## src/rtl/cim_layer_scheduler.sv

```systemverilog
// cim_layer_scheduler: token-passing start/function/back-pressure sequencer for a chain of CIM layers.
// Optional per-layer RUN watchdog is built when CIM_SCHED_WATCHDOG_EN is defined.
module cim_layer_scheduler #(
    parameter int unsigned num_layers      = 7,
    parameter int unsigned func_cycles     = 4,
    parameter int unsigned timeout_cycles  = 1024,
    parameter int unsigned frame_cnt_width = 16
) (
    input  logic                       clk,
    input  logic                       rst,
    input  logic                       i_frame_valid,
    output logic                       o_frame_ready,
    output logic [num_layers-1:0]      o_start,
    output logic [num_layers-1:0]      o_func_start,
    input  logic [num_layers-1:0]      i_busy,
    output logic [num_layers-1:0]      o_next_busy,
    input  logic                       i_sink_busy,
    output logic                       o_frame_done,
    output logic [frame_cnt_width-1:0] o_frames_done,
    output logic [num_layers-1:0]      o_error
);
    localparam int unsigned FCW  = (func_cycles > 1) ? $clog2(func_cycles) : 1;
    localparam int unsigned LAST = num_layers - 1;

    typedef enum logic [1:0] {
        ST_IDLE = 2'd0,
        ST_RUN  = 2'd1,
        ST_FUNC = 2'd2,
        ST_HOLD = 2'd3
    } state_t;

    if (num_layers < 2 || func_cycles < 1 || timeout_cycles < 1) begin : g_bad_cfg
        $error("cim_layer_scheduler: unsupported parameter set");
    end

    state_t                     r_state          [num_layers];
    state_t                     w_state_nxt      [num_layers];
    logic [FCW-1:0]             r_fcnt           [num_layers];
    logic [FCW-1:0]             w_fcnt_nxt       [num_layers];
    logic [num_layers-1:0]      r_start;
    logic [num_layers-1:0]      w_start_nxt;
    logic [num_layers-1:0]      r_func_start;
    logic [num_layers-1:0]      w_func_start_nxt;
    logic [frame_cnt_width-1:0] r_frames_done;
    logic [num_layers-2:0]      w_fwd;
    logic [num_layers-1:0]      w_enter;
    logic [num_layers-1:0]      w_leave;
    logic                       w_release;

`ifdef CIM_SCHED_WATCHDOG_EN
    localparam int unsigned WDW = (timeout_cycles > 1) ? $clog2(timeout_cycles) : 1;
    logic [WDW-1:0]             r_wd_cnt         [num_layers];
    logic [WDW-1:0]             w_wd_nxt         [num_layers];
    logic [num_layers-1:0]      r_error;
    logic [num_layers-1:0]      w_error_nxt;
`endif

    // Hand-off only into a downstream layer that is IDLE in registered state (no bypass).
    for (genvar k = 0; k < LAST; k++) begin : g_link
        assign w_fwd[k]       = (r_state[k] == ST_HOLD) && (r_state[k+1] == ST_IDLE);
        assign o_next_busy[k] = (r_state[k+1] != ST_IDLE);
    end
    assign o_next_busy[LAST] = i_sink_busy;

    assign w_release     = (r_state[LAST] == ST_HOLD) && !i_sink_busy;
    assign w_enter       = {w_fwd, i_frame_valid};
    assign w_leave       = {w_release, w_fwd};
    assign o_frame_ready = (r_state[0] == ST_IDLE);
    assign o_frame_done  = w_release;
    assign o_start       = r_start;
    assign o_func_start  = r_func_start;
    assign o_frames_done = r_frames_done;

    // Per-layer next state; r_start doubles as the RUN grace-cycle marker.
    always_comb begin
        for (int k = 0; k < int'(num_layers); k++) begin
            w_state_nxt[k]      = r_state[k];
            w_fcnt_nxt[k]       = r_fcnt[k];
            w_start_nxt[k]      = 1'b0;
            w_func_start_nxt[k] = 1'b0;
`ifdef CIM_SCHED_WATCHDOG_EN
            w_wd_nxt[k]         = r_wd_cnt[k];
            w_error_nxt[k]      = r_error[k];
`endif
            case (r_state[k])
                ST_IDLE: begin
                    if (w_enter[k]) begin
                        w_state_nxt[k] = ST_RUN;
                        w_start_nxt[k] = 1'b1;
`ifdef CIM_SCHED_WATCHDOG_EN
                        w_wd_nxt[k]    = '0;
`endif
                    end
                end
                ST_RUN: begin
                    if (!r_start[k] && !i_busy[k]) begin
                        w_state_nxt[k]      = ST_FUNC;
                        w_fcnt_nxt[k]       = '0;
                        w_func_start_nxt[k] = 1'b1;
                    end
`ifdef CIM_SCHED_WATCHDOG_EN
                    else if (r_wd_cnt[k] == WDW'(timeout_cycles - 1)) begin
                        w_state_nxt[k] = ST_IDLE;
                        w_error_nxt[k] = 1'b1;
                    end else begin
                        w_wd_nxt[k] = r_wd_cnt[k] + WDW'(1);
                    end
`endif
                end
                ST_FUNC: begin
                    if (r_fcnt[k] == FCW'(func_cycles - 1)) begin
                        w_state_nxt[k] = ST_HOLD;
                    end else begin
                        w_fcnt_nxt[k] = r_fcnt[k] + FCW'(1);
                    end
                end
                ST_HOLD: begin
                    if (w_leave[k]) begin
                        w_state_nxt[k] = ST_IDLE;
                    end
                end
                default: begin
                    w_state_nxt[k] = ST_IDLE;
                end
            endcase
        end
    end

    always_ff @(posedge clk or negedge rst) begin
        if (!rst) begin
            for (int k = 0; k < int'(num_layers); k++) begin
                r_state[k] <= ST_IDLE;
                r_fcnt[k]  <= '0;
            end
            r_start       <= '0;
            r_func_start  <= '0;
            r_frames_done <= '0;
        end else begin
            for (int k = 0; k < int'(num_layers); k++) begin
                r_state[k] <= w_state_nxt[k];
                r_fcnt[k]  <= w_fcnt_nxt[k];
            end
            r_start      <= w_start_nxt;
            r_func_start <= w_func_start_nxt;
            if (w_release) begin
                r_frames_done <= r_frames_done + frame_cnt_width'(1);
            end
        end
    end

`ifdef CIM_SCHED_WATCHDOG_EN
    always_ff @(posedge clk or negedge rst) begin
        if (!rst) begin
            for (int k = 0; k < int'(num_layers); k++) begin
                r_wd_cnt[k] <= '0;
            end
            r_error <= '0;
        end else begin
            for (int k = 0; k < int'(num_layers); k++) begin
                r_wd_cnt[k] <= w_wd_nxt[k];
            end
            r_error <= w_error_nxt;
        end
    end

    assign o_error = r_error;
`else
    assign o_error = '0;
`endif

endmodule
```

## config.mk

```make
export PLATFORM = sky130hd
export DESIGN_NAME = cim_layer_scheduler
export DESIGN_NICKNAME = d
export VERILOG_FILES = /design/src/rtl/cim_layer_scheduler.sv
export SDC_FILE = /design/constraint.sdc
export NUM_CORES = 1
export LEC_CHECK = 0
export ABC_AREA = 1
export BUFFER_PORTS_ARGS = -buffer_cell sky130_fd_sc_hd__buf_4
export CAP_MARGIN = 20
export CORE_MARGIN = 2
export CORE_UTILIZATION = 30
export DETAILED_ROUTE_END_ITERATION = 16
export PLACE_DENSITY_LB_ADDON = 0.1
export RECOVER_POWER = 25
export SLEW_MARGIN = 20
export SYNTH_ARGS = -nofsm -noshare
export SYNTH_HDL_FRONTEND = slang
export SYNTH_SLANG_ARGS = --single-unit
```

## constraint.sdc

```tcl
create_clock -name clk -period 1.2 [get_ports clk]
set_input_delay 0.18 -clock clk [delete_from_list [all_inputs] [get_ports clk]]
set_output_delay 0.18 -clock clk [all_outputs]
set_load 0.01 [all_outputs]
```

==> results of run 1 <==
[cell usage after synthesis, drive strengths merged]
library cell and n:
inv 78, nand2 69, dfrtp 58, ha 44
o21ai 38, nor2 32, nand3 13, buf 8
nor3 8, nand4 7, xor2 7, a21oi 5
o21a 4, xnor2 4, or2 3, a22oi 1
conb 1, mux2i 1, nand3b 1, nor3b 1
[critical path: cells and delay by family, from the launching register on]
family,cells,cell delay [ns]
DFF,1,0.44
adders and majority gates,1,0.12
buffers and inverters,3,0.23
AOI/OAI and AO/OA,1,0.05
and+or+nand+nor,4,0.47
[layer usage]
metal / track usage [%] / vias to the layer above / share of wire (%)
li1: - / 1500 / -
met1: 17.5 / 1373 / 45
met2: 23.7 / 42 / 50
met3: 2.73 / 5 / 3.4
met4: 4.88 / 0 / 0.96
met5: 0 / - / 0
[report_power, final]
part           internal, uW  switching, uW  leakage, uW
registers              2610            451     0.000738
logic                  4740           4120      0.00195
clock network           946            833    0.0000958
[layout by cell type, fill, tap and decap left out, drive strengths merged]
cell type / netlist / final
bufinv: 0 / 1
nand4: 7 / 7
ha: 44 / 44
nand3b: 1 / 1
a21oi: 5 / 5
nor3: 8 / 8
a22oi: 1 / 1
clkbuf: 0 / 12
mux2i: 1 / 1
buf: 8 / 142
nand3: 13 / 13
clkinvlp: 0 / 1
conb: 1 / 7
nor2: 32 / 32
xor2: 7 / 7
o21a: 4 / 4
nand2: 69 / 69
nor3b: 1 / 1
o21ai: 38 / 38
dlygate4sd3: 0 / 6
clkinv: 0 / 4
or2: 3 / 3
xnor2: 4 / 4
dfrtp: 58 / 58
inv: 78 / 78
[through the flow]
stage          TNS [ns]  cell area (sq um)  std cells  power [uW]  worst slack (ns)
6_report          -5.49               5560        687       13700            -0.220
5_1_grt           -9.35               5560        687       14900            -0.287
4_1_cts           -4.99               5320        679       12900            -0.224
3_5_place_dp      -3.09               4330        615        8640            -0.131
3_3_place_gp      -2.60               4330        615        8550            -0.118
2_1_floorplan    -0.200               3500        389        6390           -0.0356
[flip-flops by register name, summed over array words and instances, names as in the netlist]
signal,flops
o_frames_done,16
o_func_start,7
o_start,7
r_fcnt,14
r_state,14
[layout make-up]
cell class              count  area share, %
clock buffers              10           2.30
well taps                 140           3.15
multi-input cells         245           38.1
inverters                  78           5.40
flip-flops and latches     58           26.2
repair buffers            150           23.8
clock inverters             6           1.04
[final timing paths]
path	start	to	slack, ns	depth (start not counted)
min in group asynchronous	rst	r_fcnt[3]	0.48	3
min reg2reg	o_start[5]	o_func_start[5]	0.47	1
max reg2reg	r_state[0]	r_fcnt[0]	-0.22	9
max	r_state[0]	r_fcnt[0]	-0.22	9
min	i_busy[0]	o_func_start[0]	0.03	2
max in group asynchronous	rst	r_state[7]	0.27	3
[what timing repair did]
item,4_1_cts,5_1_grt
hold endpoints to repair,63,0
gates resized for setup,126,55
setup buffers,43,9
cloned,0,0
hold buffers,6,0
pin swaps,48,44
endpoints found under the setup margin,48,54
[logic make-up (layout without fill, tap and decap cells)]
logic type	Yosys count	count (layout)	synth area share (%)
XOR/XNOR	11	11	2.88
buffers and inverters	86	244	10.6
other	1	7	0.112
flip-flops	58	58	43.4
AO/OA/AOI/OAI	48	48	7.56
AND/OR/NAND/NOR	134	134	18.7
adder cells (fa/ha/maj)	44	44	16.5
multiplexers	1	1	0.300
==> flow_metrics.env, run 1 <==
export IMPL_die_h_um=110
export IMPL_die_area_sq_um=12000
export IMPL_fmax_mhz=704
export IMPL_hold_path_class="input port to register"
export IMPL_htree_levels=3
export IMPL_cts_made_buffers=9
export IMPL_grt_max_degree=59
export IMPL_crit_arrival_ns=1.64
export IMPL_fp_dieW_um=110
export IMPL_yosysTopAreaCell="dfrtp_1"
export IMPL_multiInputGateArea_sq_um=2120
export IMPL_final_antenna_net_count=0
export IMPL_cts_sinks=58
export IMPL_p_leak_uw=0.00278
export IMPL_io_pins=57
export IMPL_finalHoldViolations=0
export IMPL_gp_congestion=0.764
export IMPL_final_util_pct=51.3
export IMPL_cts_root_buf="clkbuf_8"
export IMPL_drc=0
export IMPL_synth_seq_cells=58
export IMPL_status="complete, but fails checks"
export IMPL_slew_headroom_pct=62.0
export IMPL_synth_top_area_share_pct=43.4
export IMPL_synthTopCellsByArea="dfrtp_1 (43%), ha_1 (16%), inv_1 (8.6%), nand2_1 (7.4%), o21ai_0 (4.9%)"
export IMPL_firstDrtPassIters=4
export IMPL_nFillCells=988
export IMPL_critPathMaxFanout=4
export IMPL_vias=2920
export IMPL_path_class="register to register"
export IMPL_grt_pass1_vias=2932
export IMPL_core_area_sq_um=10800
export IMPL_drtIter0Drc=65
export IMPL_ys_seq_area_share_pct=43.4
export IMPL_setup_ws_ns=-0.220
export IMPL_track_usage_pct=13.9
export IMPL_finalCriticalPeriod_ns=1.42
export IMPL_vdd_ir_drop_max_uv=1330
export IMPL_cp_start_kind="register"
export IMPL_rsz0062_at_grt="yes"
export IMPL_ys_types=26
export IMPL_portBuffers=49
export IMPL_skew_ns=0.00942
export IMPL_crit_chain="inv_2 -> buf_6 -> ha_4 -> inv_2 -> or2_1 -> nand2_1 -> nand2_2 -> nand2_1 -> o21ai_2"
export IMPL_avgSynthCellArea_sq_um=8.73
export IMPL_regArea_sq_um=1460
export IMPL_vias_per_cell=4.25
export IMPL_power_density_nw_per_um2=2460
export IMPL_nets=597
export IMPL_clock_latency_ns=0.33
export IMPL_start_util_pct=30.8
export IMPL_maxSlewViolCount=0
export IMPL_totalWireLength_um=7820
export IMPL_diodes=0
export IMPL_synth_cell_area_sq_um=3340
export IMPL_tritoncts="done"
export IMPL_failed_checks="setup timing"
export IMPL_cap_violations=0
export IMPL_wl_per_cell_um=11.4
export IMPL_syn_to_final_growth_pct=66.3
export IMPL_cp_slowest_cell="dfrtp_2"
export IMPL_whs_ns=0.0305
export IMPL_gr_total_overflow=0
export IMPL_yosys_warnings=0
export IMPL_clkTransAtPathRegs_ns=0.07
export IMPL_grt_pass1_wl_um=13100
export IMPL_layout_drive_gt1_share_pct=51.9
export IMPL_synthCells=383
export IMPL_clk_path_buf_depth=2
export IMPL_setup_violations=48
export IMPL_rows=38
export IMPL_critPathMaxStageDelay_ns=0.44
export IMPL_cp_end_kind="register"
export IMPL_hpwlAfterDp_um=4970
export IMPL_period_share_pct=118
export IMPL_antenna_found_initial=0
export IMPL_tightest_slew_ns=0.569
export IMPL_critPathRequiredTime_ns=1.42
No activity file was read; power rests on OpenSTA's default activity.
==> inputs of run 2 (changes only) <==
--- a/config.mk
+++ b/config.mk
@@ -5,12 +5,13 @@
 export SDC_FILE = /design/constraint.sdc
 export NUM_CORES = 1
 export LEC_CHECK = 0
-export ABC_AREA = 1
 export BUFFER_PORTS_ARGS = -buffer_cell sky130_fd_sc_hd__buf_4
 export CAP_MARGIN = 20
 export CORE_MARGIN = 2
 export CORE_UTILIZATION = 30
+export CTS_CLUSTER_SIZE = 28
 export DETAILED_ROUTE_END_ITERATION = 16
+export MAX_ROUTING_LAYER = met4
 export PLACE_DENSITY_LB_ADDON = 0.1
 export RECOVER_POWER = 25
 export SLEW_MARGIN = 20
==> run 2 against run 1 <==
Net effect: the run still ends with setup timing left; die area shrank 1.1%; clock skew is 0.0025 ns lower; hold slack lost 0.0051 ns; critical path type unchanged; largest cell class unchanged.
==> flow_metrics.env, run 2 <==
export IMPL_diodes=0
export IMPL_grt_pass1_vias=3051
export IMPL_setup_ws_ns=-0.375
export IMPL_tightest_slew_ns=0.650
export IMPL_skew_ns=0.00694
export IMPL_portBuffers=49
export IMPL_finalHoldViolations=0
export IMPL_grt_pass1_wl_um=14100
export IMPL_synthCells=310
export IMPL_io_pins=57
export IMPL_crit_arrival_ns=1.80
export IMPL_path_class="register to register"
export IMPL_critPathMaxFanout=3
export IMPL_status="complete, but fails checks"
export IMPL_ys_types=37
export IMPL_synthTopCellsByArea="dfrtp_1 (44%), ha_1 (17%), inv_1 (3.1%), nand2_1 (3.0%), a22o_1 (2.9%)"
export IMPL_die_h_um=109
export IMPL_synth_cell_area_sq_um=3300
export IMPL_final_cell_mix="buf_4 (104), buf_6 (83), dfrtp_1 (50)"
export IMPL_period_share_pct=131
export IMPL_track_usage_pct=15.8
export IMPL_final_common_cell="buf_4"
export IMPL_p_total_uw=16000
export IMPL_grt_max_degree=26
export IMPL_power_density_nw_per_um2=2590
export IMPL_ys_top_cells_by_count="dfrtp_1 (58), ha_1 (44), inv_1 (27)"
export IMPL_rsz0062_at_grt="yes"
export IMPL_whs_ns=0.0255
export IMPL_yosysTopAreaCell="dfrtp_1"
export IMPL_hpwlAfterDp_um=5770
export IMPL_totalWireLength_um=8890
export IMPL_die_area_sq_um=11900
export IMPL_firstDrtPassIters=4
export IMPL_vias=2954
export IMPL_final_antenna_net_count=0
export IMPL_p_leak_uw=0.00289
export IMPL_cp_slowest_cell="dfrtp_1"
export IMPL_vias_per_cell=4.50
export IMPL_antenna_found_initial=0
export IMPL_clock_latency_ns=0.34
export IMPL_crit_chain="buf_6 -> ha_4 -> a222oi_1 -> nand2_1 -> mux2_4"
export IMPL_synth_seq_cells=58
export IMPL_critPathTopFamily="flip-flops"
export IMPL_clkTransAtPathRegs_ns=0.07
export IMPL_path_buf_inv=1
export IMPL_setup_tns_ns=-9.99
export IMPL_cts_made_buffers=9
export IMPL_ys_seq_area_share_pct=43.9
export IMPL_fp_dieW_um=109
export IMPL_hold_path_class="input port to register"
export IMPL_critPathRequiredTime_ns=1.43
export IMPL_cp_end_kind="register"
export IMPL_gr_total_overflow=0
export IMPL_maxSlewViolCount=0
export IMPL_core_area_sq_um=10800
export IMPL_start_util_pct=30.6
export IMPL_failed_checks="setup timing"
export IMPL_clk_path_buf_depth=2
export IMPL_drc=0
export IMPL_largest_register_ffs=16
export IMPL_synth_most_common_cell="dfrtp_1"
export IMPL_critPathMaxStageDelay_ns=0.40
export IMPL_yosys_warnings=0
export IMPL_nets=567
export IMPL_htree_levels=3
export IMPL_syn_to_final_growth_pct=87.1
export IMPL_cp_start_kind="register"
export IMPL_ys_flop_type="dfrtp_1"
export IMPL_synth_edff_count=0
export IMPL_fmax_mhz=635
export IMPL_async_reset_ff_share_pct=100
export IMPL_synth_top_area_share_pct=43.9
export IMPL_avgSynthCellArea_sq_um=10.7
export IMPL_tritoncts="done"
export IMPL_rows=38
export IMPL_cts_root_buf="clkbuf_8"
export IMPL_gp_congestion=0.787
export IMPL_layout_drive_gt1_share_pct=64.1
export IMPL_drtIter0Drc=104
export IMPL_wl_per_cell_um=13.5
export IMPL_dp_worst_setup_slack_ns=-0.335
export IMPL_vdd_ir_drop_max_uv=1170
export IMPL_cts_sinks=58
export IMPL_cap_violations=0
export IMPL_slew_headroom_pct=56.7
export IMPL_finalCriticalPeriod_ns=1.58
export IMPL_setup_violations=54
-- run 2: cell types whose count changed in the layout (fill, tap and decap cells not counted), moves of 10 or more --
| cell | change |
|---|---|
| inv_1 | -39 |
| nand2_1 | -35 |
| buf_6 | +33 |
| o21ai_1 | -14 |
| nor2_4 | -13 |
| buf_4 | +12 |
| a22o_1 | +11 |
| inv_2 | -11 |
| and2_1 | +10 |
-- run 2: cell type report --
class	instances	area [sq um]
clock buffers	15	156
fillers	915	4610
multi-input cells	215	2450
well taps	140	175
flip-flops and latches	58	1460
inverters	34	155
repair buffers	194	1780
-- run 2: worst paths after layout --
check                             startpoint           endpoint  slack, ns  depth (start not counted)
min                                i_busy[4]    o_func_start[4]       0.03                          2
min in group asynchronous                rst         o_start[5]       0.39                          2
max                               r_state[1]         r_state[1]      -0.38                          5
min reg2reg                o_frames_done[15]  o_frames_done[15]       0.48                          1
max in group asynchronous                rst          r_fcnt[7]       0.17                          3
max reg2reg                       r_state[1]         r_state[1]      -0.38                          5
-- run 2: stage by stage --
stage               utilization, %  cell area, sq um  instances
floorplan                        -              3580        316
global placement              44.4              4790        592
detailed placement            44.4              4790        592
CTS                           54.4              5870        640
global route                  57.3              6180        656
finish                        57.3              6180        656
-- run 2: layer usage --
layer	share of wire [%]	track usage (%)	vias to the layer above	routed length, um
met5	0	-	-	0
met4	1.3	6.32	0	115
met3	2.8	2.93	9	251
met2	51	26.2	50	4530
met1	45	19.0	1440	4000
li1	-	-	1455	-
-- run 2: power by group --
part | switching [uW] | internal [uW] | leakage [uW] | total (uW)
Combinational | 4480 | 6640 | 0.00207 | 11100
Clock | 774 | 800 | 0.0000778 | 1570
Sequential | 630 | 2670 | 0.000741 | 3300
-- run 2: timing repair --
action                                  CTS  global route
buffers inserted                         31            24
hold endpoints to repair                 23             0
endpoints found under the setup margin   71            71
hold buffers                              4             0
gates resized for setup                 152            47
pin swaps                                42            29
-- run 2: cell families after synthesis --
| kind of cell | after synthesis | synth area share [%] |
|---|---|---|
| AOI/OAI and AO/OA | 49 | 10.2 |
| xor gates and xnor gates | 15 | 3.98 |
| DFF | 58 | 43.9 |
| muxes | 17 | 5.72 |
| buffers and inverters | 43 | 5.83 |
| and+or+nand+nor | 83 | 13.6 |
| other | 1 | 0.113 |
| adders and majority gates | 44 | 16.7 |
==> inputs of run 3 (changes only) <==
==> constraint.sdc (replaced) <==
create_clock -name clk -period 2 [get_ports clk]
set_input_delay 0.3 -clock clk [delete_from_list [all_inputs] [get_ports clk]]
set_output_delay 0.3 -clock clk [all_outputs]
set_load 0.01 [all_outputs]
==> run 3 against run 2 <==
Net effect: highest routed layer unchanged; global-route usage fell by 4.1 points; sequential share of layout area rose by 12 points; critical path type is now register to output port; largest cell class unchanged; the flow now finishes without violations; final cell count fell by 21%.
==> flow_metrics.env, run 3 (synthesis gave the netlist of run 2 again) <==
export IMPL_critPathMaxFanout=4
export IMPL_r2r_slack_ns=0.30
export IMPL_power_density_nw_per_um2=1480
export IMPL_cp_end_kind="output port"
export IMPL_gp_congestion=0.728
export IMPL_period_share_pct=88.3
export IMPL_path_class="register to output port"
export IMPL_nets=425
export IMPL_finish_instance_area_sq_um=4040
export IMPL_rsz0062_at_grt="no"
export IMPL_p_total_uw=5990
export IMPL_tritoncts="done"
export IMPL_holdBufCountCts=1
export IMPL_setup_violations=0
export IMPL_syn_to_final_growth_pct=22.3
export IMPL_min_from="i_busy[6]"
export IMPL_vias=2285
export IMPL_r2r_end="r_state[9]"
export IMPL_skew_ns=0.0106
export IMPL_start_util_pct=30.6
export IMPL_finalCriticalPeriod_ns=1.77
export IMPL_firstDrtPassIters=6
export IMPL_grt_pass1_vias=2315
export IMPL_final_cell_mix="dfrtp_1 (58), buf_4 (48), ha_1 (44)"
export IMPL_diodes=0
export IMPL_final_common_cell="dfrtp_1"
export IMPL_setup_tns_ns=0
export IMPL_vias_per_cell=4.44
export IMPL_totalWireLength_um=6220
export IMPL_dpl_cell_area_sq_um=3830
export IMPL_cts_made_buffers=9
export IMPL_clock_latency_ns=0.34
export IMPL_antenna_found_initial=0
export IMPL_regArea_sq_um=1450
export IMPL_cts_resized=0
export IMPL_whs_ns=0.121
export IMPL_core_area_sq_um=10800
export IMPL_critPathRequiredTime_ns=1.70
export IMPL_htree_levels=3
export IMPL_largest_register_ffs=16
export IMPL_finalHoldViolations=0
export IMPL_die_h_um=109
export IMPL_nFillCells=1052
export IMPL_status="finished, final reports clean"
export IMPL_portBuffers=49
export IMPL_cts_sinks=58
export IMPL_slew_headroom_pct=52.2
export IMPL_tightest_slew_ns=0.717
export IMPL_clk_path_buf_depth=2
export IMPL_vdd_ir_drop_max_uv=534
export IMPL_drc=0
export IMPL_track_usage_pct=11.7
export IMPL_p_leak_uw=0.00201
export IMPL_hold_path_cell_count=2
export IMPL_clkTransAtPathRegs_ns=0.07
export IMPL_cts_setup_buffers=0
export IMPL_io_pins=57
export IMPL_r2r_start="r_state[6]"
export IMPL_grt_max_degree=32
export IMPL_ff2ff_path_depth=6
export IMPL_grt_pass1_wl_um=10500
export IMPL_cp_start_kind="register"
export IMPL_crit_arrival_ns=1.47
export IMPL_cts_root_buf="clkbuf_8"
export IMPL_gr_total_overflow=0
export IMPL_cap_violations=0
export IMPL_rows=38
export IMPL_wl_per_cell_um=12.1
export IMPL_layout_drive_gt1_share_pct=20.8
export IMPL_hpwlAfterDp_um=4700
export IMPL_multiInputGateArea_sq_um=1680
export IMPL_fp_dieW_um=109
export IMPL_die_area_sq_um=11900
export IMPL_hold_path_class="input port to register"
export IMPL_drtIter0Drc=71
export IMPL_maxSlewViolCount=0
export IMPL_fmax_mhz=566
export IMPL_min_to="o_func_start[6]"
export IMPL_final_antenna_net_count=0
-- run 3: cell count changes in the layout (fill, tap and decap cells not counted), moves of 12 or more --
cell	delta
inv_1	+20
inv_2	-12
buf_6	-83
ha_4	-28
buf_4	-56
ha_1	+35
-- run 3: where the power goes --
group          switching [uW]  internal (uW)  total [uW]
Combinational            1410           1410        2820
Clock                     510            699        1210
Sequential                372           1590        1960
-- run 3: worst max path at each step --
stage	depth (start not counted)	startpoint	to	slack, ns
2_1_floorplan	6	r_state[6]	r_state[9]	0.41
3_3_place_gp	6	r_state[13]	r_state[13]	0.36
3_5_place_dp	6	r_state[13]	r_state[13]	0.32
4_1_cts	3	r_state[1]	o_frame_done	0.18
5_1_grt	3	r_state[1]	o_frame_done	0.13
6_report	3	r_state[1]	o_frame_done	0.23
-- run 3: layout make-up --
class | count | share of cell area [%]
Clock buffer | 9 | 3.07
Clock inverter | 7 | 2.32
Inverter | 34 | 3.16
Multi-Input combinational cell | 215 | 41.6
Sequential cell | 58 | 35.9
Tap cell | 140 | 4.33
Timing Repair Buffer | 52 | 9.57
-- run 3: per-stage QoR --
step                instances  util (%)  setup slack [ns]
floorplan                 316         -             0.415
global route              515      37.4             0.125
CTS                       515      37.6             0.179
global placement          498      35.5             0.363
finish                    515      37.4             0.234
detailed placement        498      35.5             0.316
-- run 3: worst max-delay path, cell delays in order, from the launching register on --
cell	delay (ns)
dfrtp_1	0.40
ha_1	0.23
nor2b_1	0.32
buf_4	0.18
-- run 3: metal layers --
metal,global-route usage (%),wire length [um]
met5,-,0
met4,5.49,99
met3,2.81,259
met2,17.6,2760
met1,14.9,3100
